### src/rtl/uart_receiver.sv
// 8N1 UART receive stage: synchronises rx, recovers frames and buffers bytes on a valid/ready stream.
// Define UART_RX_FIFO_EN for a FIFO_DEPTH-entry circular buffer; otherwise a single holding register.
module uart_receiver #(
  parameter int unsigned CLKS_PER_BIT = 434,
  parameter int unsigned FIFO_DEPTH   = 4
) (
  input  logic       clk,
  input  logic       rst_n,
  input  logic       rx,
  output logic [7:0] dout,
  output logic       dout_valid,
  input  logic       dout_ready,
  output logic       framing_err,
  output logic       overrun,
  output logic       busy
);

  localparam int unsigned CntW = $clog2(CLKS_PER_BIT);
  localparam logic [CntW-1:0] HalfCnt = CntW'(CLKS_PER_BIT / 2 - 1);
  localparam logic [CntW-1:0] FullCnt = CntW'(CLKS_PER_BIT - 1);

  if (CLKS_PER_BIT < 4) begin : g_bad_clks
    $error("CLKS_PER_BIT must be at least 4");
  end
  if (FIFO_DEPTH < 2 || (FIFO_DEPTH & (FIFO_DEPTH - 1)) != 0) begin : g_bad_depth
    $error("FIFO_DEPTH must be a power of two and at least 2");
  end

  typedef enum logic [1:0] {StIdle, StStart, StData, StStop} state_e;

  logic            rx_meta_q, rx_s;
  state_e          state_q, state_d;
  logic [CntW-1:0] cnt_q, cnt_d;
  logic [2:0]      idx_q, idx_d;
  logic [7:0]      shift_q, shift_d;
  logic            push, frame_bad;
  logic            full, pop, accept;
  logic            framing_err_q, overrun_q;

  always_ff @(posedge clk or negedge rst_n) begin
    if (!rst_n) begin
      rx_meta_q <= 1'b1;
      rx_s      <= 1'b1;
    end else begin
      rx_meta_q <= rx;
      rx_s      <= rx_meta_q;
    end
  end

  always_ff @(posedge clk or negedge rst_n) begin
    if (!rst_n) begin
      state_q <= StIdle;
      cnt_q   <= '0;
      idx_q   <= '0;
      shift_q <= '0;
    end else begin
      state_q <= state_d;
      cnt_q   <= cnt_d;
      idx_q   <= idx_d;
      shift_q <= shift_d;
    end
  end

  always_comb begin
    state_d   = state_q;
    cnt_d     = cnt_q;
    idx_d     = idx_q;
    shift_d   = shift_q;
    push      = 1'b0;
    frame_bad = 1'b0;
    unique case (state_q)
      StIdle: begin
        if (!rx_s) begin
          state_d = StStart;
          cnt_d   = '0;
        end
      end
      StStart: begin
        // A start bit that is high again at its midpoint is treated as a glitch.
        if (cnt_q == HalfCnt) begin
          cnt_d   = '0;
          idx_d   = '0;
          state_d = rx_s ? StIdle : StData;
        end else begin
          cnt_d = cnt_q + CntW'(1);
        end
      end
      StData: begin
        if (cnt_q == FullCnt) begin
          cnt_d          = '0;
          shift_d[idx_q] = rx_s;
          idx_d          = idx_q + 3'd1;
          if (idx_q == 3'd7) state_d = StStop;
        end else begin
          cnt_d = cnt_q + CntW'(1);
        end
      end
      StStop: begin
        // Return to idle at the stop-bit midpoint so a following start bit is not missed.
        if (cnt_q == FullCnt) begin
          cnt_d     = '0;
          state_d   = StIdle;
          push      = rx_s;
          frame_bad = !rx_s;
        end else begin
          cnt_d = cnt_q + CntW'(1);
        end
      end
      default: state_d = StIdle;
    endcase
  end

  assign busy   = (state_q != StIdle);
  assign pop    = dout_valid && dout_ready;
  assign accept = push && (!full || pop);

  always_ff @(posedge clk or negedge rst_n) begin
    if (!rst_n) begin
      framing_err_q <= 1'b0;
      overrun_q     <= 1'b0;
    end else begin
      framing_err_q <= frame_bad;
      overrun_q     <= push && full && !pop;
    end
  end

  assign framing_err = framing_err_q;
  assign overrun     = overrun_q;

`ifdef UART_RX_FIFO_EN
  localparam int unsigned PtrW = $clog2(FIFO_DEPTH);

  logic [7:0]      mem_q [FIFO_DEPTH];
  logic [PtrW-1:0] wr_ptr_q, rd_ptr_q;
  logic [PtrW:0]   count_q;

  assign full = (count_q == (PtrW + 1)'(FIFO_DEPTH));

  always_ff @(posedge clk or negedge rst_n) begin
    if (!rst_n) begin
      for (int unsigned i = 0; i < FIFO_DEPTH; i++) mem_q[i] <= '0;
      wr_ptr_q <= '0;
      rd_ptr_q <= '0;
      count_q  <= '0;
    end else begin
      if (accept) begin
        mem_q[wr_ptr_q] <= shift_q;
        wr_ptr_q        <= wr_ptr_q + PtrW'(1);
      end
      if (pop) rd_ptr_q <= rd_ptr_q + PtrW'(1);
      unique case ({accept, pop})
        2'b10:   count_q <= count_q + (PtrW + 1)'(1);
        2'b01:   count_q <= count_q - (PtrW + 1)'(1);
        default: count_q <= count_q;
      endcase
    end
  end

  assign dout       = mem_q[rd_ptr_q];
  assign dout_valid = (count_q != '0);
`else
  logic [7:0] hold_q;
  logic       valid_q;

  assign full = valid_q;

  always_ff @(posedge clk or negedge rst_n) begin
    if (!rst_n) begin
      hold_q  <= '0;
      valid_q <= 1'b0;
    end else if (accept) begin
      hold_q  <= shift_q;
      valid_q <= 1'b1;
    end else if (pop) begin
      valid_q <= 1'b0;
    end
  end

  assign dout       = hold_q;
  assign dout_valid = valid_q;
`endif

endmodule

### config.mk
export PLATFORM = sky130hd
export DESIGN_NAME = uart_receiver
export DESIGN_NICKNAME = d
export VERILOG_FILES = /design/src/rtl/uart_receiver.sv
export SDC_FILE = /design/constraint.sdc
export NUM_CORES = 1
export LEC_CHECK = 0
export ABC_AREA = 1
export CAP_MARGIN = 20
export CORE_ASPECT_RATIO = 2
export CORE_MARGIN = 2
export CORE_UTILIZATION = 55
export DETAILED_ROUTE_END_ITERATION = 10
export MAX_ROUTING_LAYER = met4
export PLACE_DENSITY = 0.77
export SKIP_LAST_GASP = 1
export SLEW_MARGIN = 10
export SYNTH_ARGS = -nofsm -noshare
export SYNTH_HDL_FRONTEND = slang
export SYNTH_SLANG_ARGS = --single-unit
### constraint.sdc
create_clock -name clk -period 1.5 [get_ports clk]
set_input_delay 0.15 -clock clk [delete_from_list [all_inputs] [get_ports clk]]
set_output_delay 0.15 -clock clk [all_outputs]
set_load 0.02 [all_outputs]
# Word level (Yosys, flattened, before mapping)
# Index checks and enable logic that the tools add are counted.
# word_totals
elab_cells	65
regBits	35
out_inout_bits	12
input_bits	4
# op_classes
n_addsub	2
n_reduce_logical	17
eq_ne	11
magnitude_cmp	2
muxes	23
# op_table
op	count
$mux 9	3
$pmux 9 s3	1
$mux 2	6
$ne 2x2->1 const B	5
$add 9x1->9 const B	1
$eq 9x8->1 const B	1
$eq 9x9->1 const B	1
$bwmux 8	1
$pmux 2 s4	1
$mux 1	7
$mux 3	2
$pmux 3 s2	1
$reduce_bool 2->1	3
$logic_and 1x1->1	5
$reduce_and 5->1	1
$eq 2x2->1 const B	2
$lt 3x4->1 const B	1
$add 3x1->3 const B	1
$demux 1 s3	1
$eq 3x3->1 const B	1
$ge 3x1->1 const B	1
$logic_not 1->1	3
$reduce_and 3->1	1
$eq 2x1->1 const B	1
other kinds (4)	4

# Logic depth before layout (Yosys ltp)
# depth
ltp_word	5
depth_mapped	10
depth_no_buf	10

# Worst setup path before layout
# No wires, ideal clock.
# synth_timing
kind	register to register
from	register cnt_q[1]
to	register hold_q[0] (netlist: dout[0])
path_slack_ps	99
path_stages_with_launch	10
arrival_ps	1284
t_required_ps	1383
path_cell_list	dfrtp_1 inv_1 ha_1 nand2_1 nor2_4 nand2_4 nor2_8 nand2_4 nand2_1 nand2_1
# synth_via
elab_chain_len	4
# synth_rtl
element	line_no	text
start: declaration	33	logic [CntW-1:0] cnt_q, cnt_d;
start signal: assignment	58	cnt_q <= cnt_d;
$eq 9x9->1	100	if (cnt_q == FullCnt) begin
$mux 1	100	
$mux 1	71	unique case (state_q)
$logic_and 1x1->1	115	assign accept = push && (!full || pop);
end signal: assignment	172	hold_q <= shift_q;
end: declaration	162	logic [7:0] hold_q;
# No other way between the ends.
# A chain may end at the register's enable or synchronous reset.

# Worst setup path after layout
# layout_timing
from	register cnt_q[1]
to	register hold_q[5] (netlist: dout[5])
# The elaborated chain is that of the path after synthesis.

==> impl_metrics.toml <==
[die]
initial_utilization_pct = 56.5
fp.coreArea_um2 = 3300
ios = 16
die_y_um = 86.4
rows = 30
dieArea_um2 = 3900
die_x_um = 45.2

[route]
drtIter0Drc = 43
drc = 0
vias = 1594
viasPerCell = 5.57
drt_wl_total_um = 4050
post_drt_wl_per_cell_um = 14.1
dr.pass1.iters = 4
drt.antenna.violating_nets = 0

[placed_design]
hpwl_um = 2630
gp_congestion = 0.899
dp_slack_ps = -40.5
io_buffers = 15

[finish]
syn_to_final_growth_pct = 26.5
final_cell_mix = "50 x nand2_1, 32 x dfrtp_1, 25 x nand3_1, 17 x inv_1, 16 x nor2_1"
multi_input_area_um2 = 943
layout_commonest_cell = "nand2_1"
n_antenna_cell = 0
postLayoutCoreUtil_pct = 71.4
num-fill-cells = 234
regArea_um2 = 880
nets = 262
layout-drive-gt1-share_pct = 26.0

[sta]
worstMarginPinSlew_ps = 502
min_period_ps = 1500
rsz0062_at_grt = "true"
fin_setup_tns_ps = 0
hold_viol = 0
slew-limit-headroom_pct = 66.5
setup_slack_ps = 1.67
min_period_over_period_pct = 99.9
setup_viol = 0
maxSlewViolCount = 0
max_clock_freq_ghz = 0.667
clock-skew-final_ps = 8.39

[setup_path]
worst-path-max-fanout = 8
startpoint_type = "flip-flop"
critPathKind = "flip-flop to flip-flop"
crit_arrival_ps = 1690
worst-endpoint-required_ps = 1690
critPathCaptureType = "flip-flop"

[global_routing]
antenna_found_initial = 0
first_global_vias = 1516
grt_overflow_total = 0
grtUsageTotal_pct = 23.1
grt_pass1_wl_um = 6560
grt_max_degree = 36

[yosys]
synthCells = 219
synth_edf_count = 0
ys_seq_elements = 35
synth_cell_types = 30
synth_nets = 228
synth_warnings = 0
ys_seq_area_share_pct = 47.1
syn_area_um2 = 1870
synth_top_area_share_pct = 44.3
yosysTopAreaCell = "dfrtp_1"
synth_area_leaders = "dfrtp_1 44%, nand2_1 11%, nand3_1 7.0%, inv_1 3.8%, nand2_4 3.6%"
synth-async-reset-ratio_pct = 100
yosys_most_used_dff = "dfrtp_1"
avgSynthCellArea_um2 = 8.52

[clock_network]
clk_pin_slew_worst_paths_ps = 80
cts_buffers = 5
clk_latency_ps = 290
clock-sinks = 35
cts_root_buf = "clkbuf_8"
clk_path_buf_depth = 2
cts_tree = "done"
htreeDepth = 2

[hold_path]
holdCritPathClass = "primary input to async pin"

[power_and_ir_drop]
max-vdd-ir-drop_v = 0.00115
p_per_area_nw_per_um2 = 846
p_leak_nw = 1.22

[run_status]
status = "finished, final reports clean"

[flow_run]
maxCapViolCount = 0
## flip-flops by register name, summed over array words and instances, names as in the netlist, 3 cells and up, named ones only
| register | count |
|---|---|
| dout | 8 |
| cnt_q | 9 |
| shift_q | 8 |
| idx_q | 3 |
## cells by family (layout without fill, tap and decap cells)
kind of cell	after synthesis	in the layout	synth area share, %
flip-flops	35	35	47.1
XOR/XNOR	4	4	1.88
adder cells (fa/ha/maj)	5	5	3.35
AND/OR/NAND/NOR	128	129	35.8
AO/OA/AOI/OAI	19	19	5.63
buffers and inverters	28	62	6.24
## routing by layer
layer  up-vias  wire length [µm]  track usage, %
met5         -                 0               -
met2        48              2140            36.4
li1        776                 -               -
met3        11               170            5.00
met4         0                70            8.82
met1       759              1670            28.3
## final cells by class
| cell class | instances | share of cell area (%) |
|---|---|---|
| sequential | 35 | 37.3 |
| clock inverter | 3 | 2.86 |
| clock buffer | 5 | 2.92 |
| multi-input combinational | 157 | 40.0 |
| inverter | 25 | 4.08 |
| tap | 32 | 1.70 |
| timing repair buffer | 29 | 11.2 |
## per-stage QoR
stage	std cells	hold slack, ps	power (mW)	cell area, µm²
final	286	266	2.00	2360
after global routing	286	265	2.05	2360
after CTS	283	263	2.01	2280
after detailed placement	271	350	1.00	2100
after global placement	271	349	1.00	2100
after floorplan	219	-146	0.973	1870
## critical path, stage by stage, from the launching register on
cell and delay [ps]:
dfrtp_1 390, inv_2 100, ha_4 160, nand2_2 70, nor2_4 130, nand2_4 100
nor2_8 110, buf_12 130, nand2_8 70, nand2_1 90, nand2_1 50
## report_power, final
part           total, mW  internal, mW  switching [mW]
sequential         0.950         0.948         0.00228
combinational     0.0345        0.0109          0.0236
clock               1.01         0.663           0.349
## final timing paths
check	start	to	slack, ps	cells past startpoint
worst max-delay path	cnt_q[1]$_DFFE_PN0P_	dout[5]$_DFFE_PN0P_	2	10
worst min-delay path	rst_n	shift_q[2]$_DFFE_PN0P_	270	2
worst max register to register	cnt_q[1]$_DFFE_PN0P_	dout[5]$_DFFE_PN0P_	2	10
worst min register to register	rx_meta_q$_DFF_PN1_	rx_s$_DFF_PN1_	360	0
max in group asynchronous	rst_n	rx_meta_q$_DFF_PN1_	900	2
min in group clk	rx	rx_meta_q$_DFF_PN1_	270	1
## cells in the mapped netlist, drive strengths merged, types with 2 or more instances
cell	number
nand3	27
a21oi	2
nand2	66
nand4	6
o21ai	13
ha	5
dfstp	2
inv	25
nor2	24
nor3	4
o22ai	3
buf	2
dfrtp	33
xor2	3
## what timing repair did
action / CTS / global route
setup endpoints to repair: 11 / 27
gates resized for setup: 6 / 16
hold buffers: 0 / 0
gates cloned: 0 / 1
pin swaps: 2 / 10
setup buffers: 4 / 2
Power figures use the tool's default switching activity.
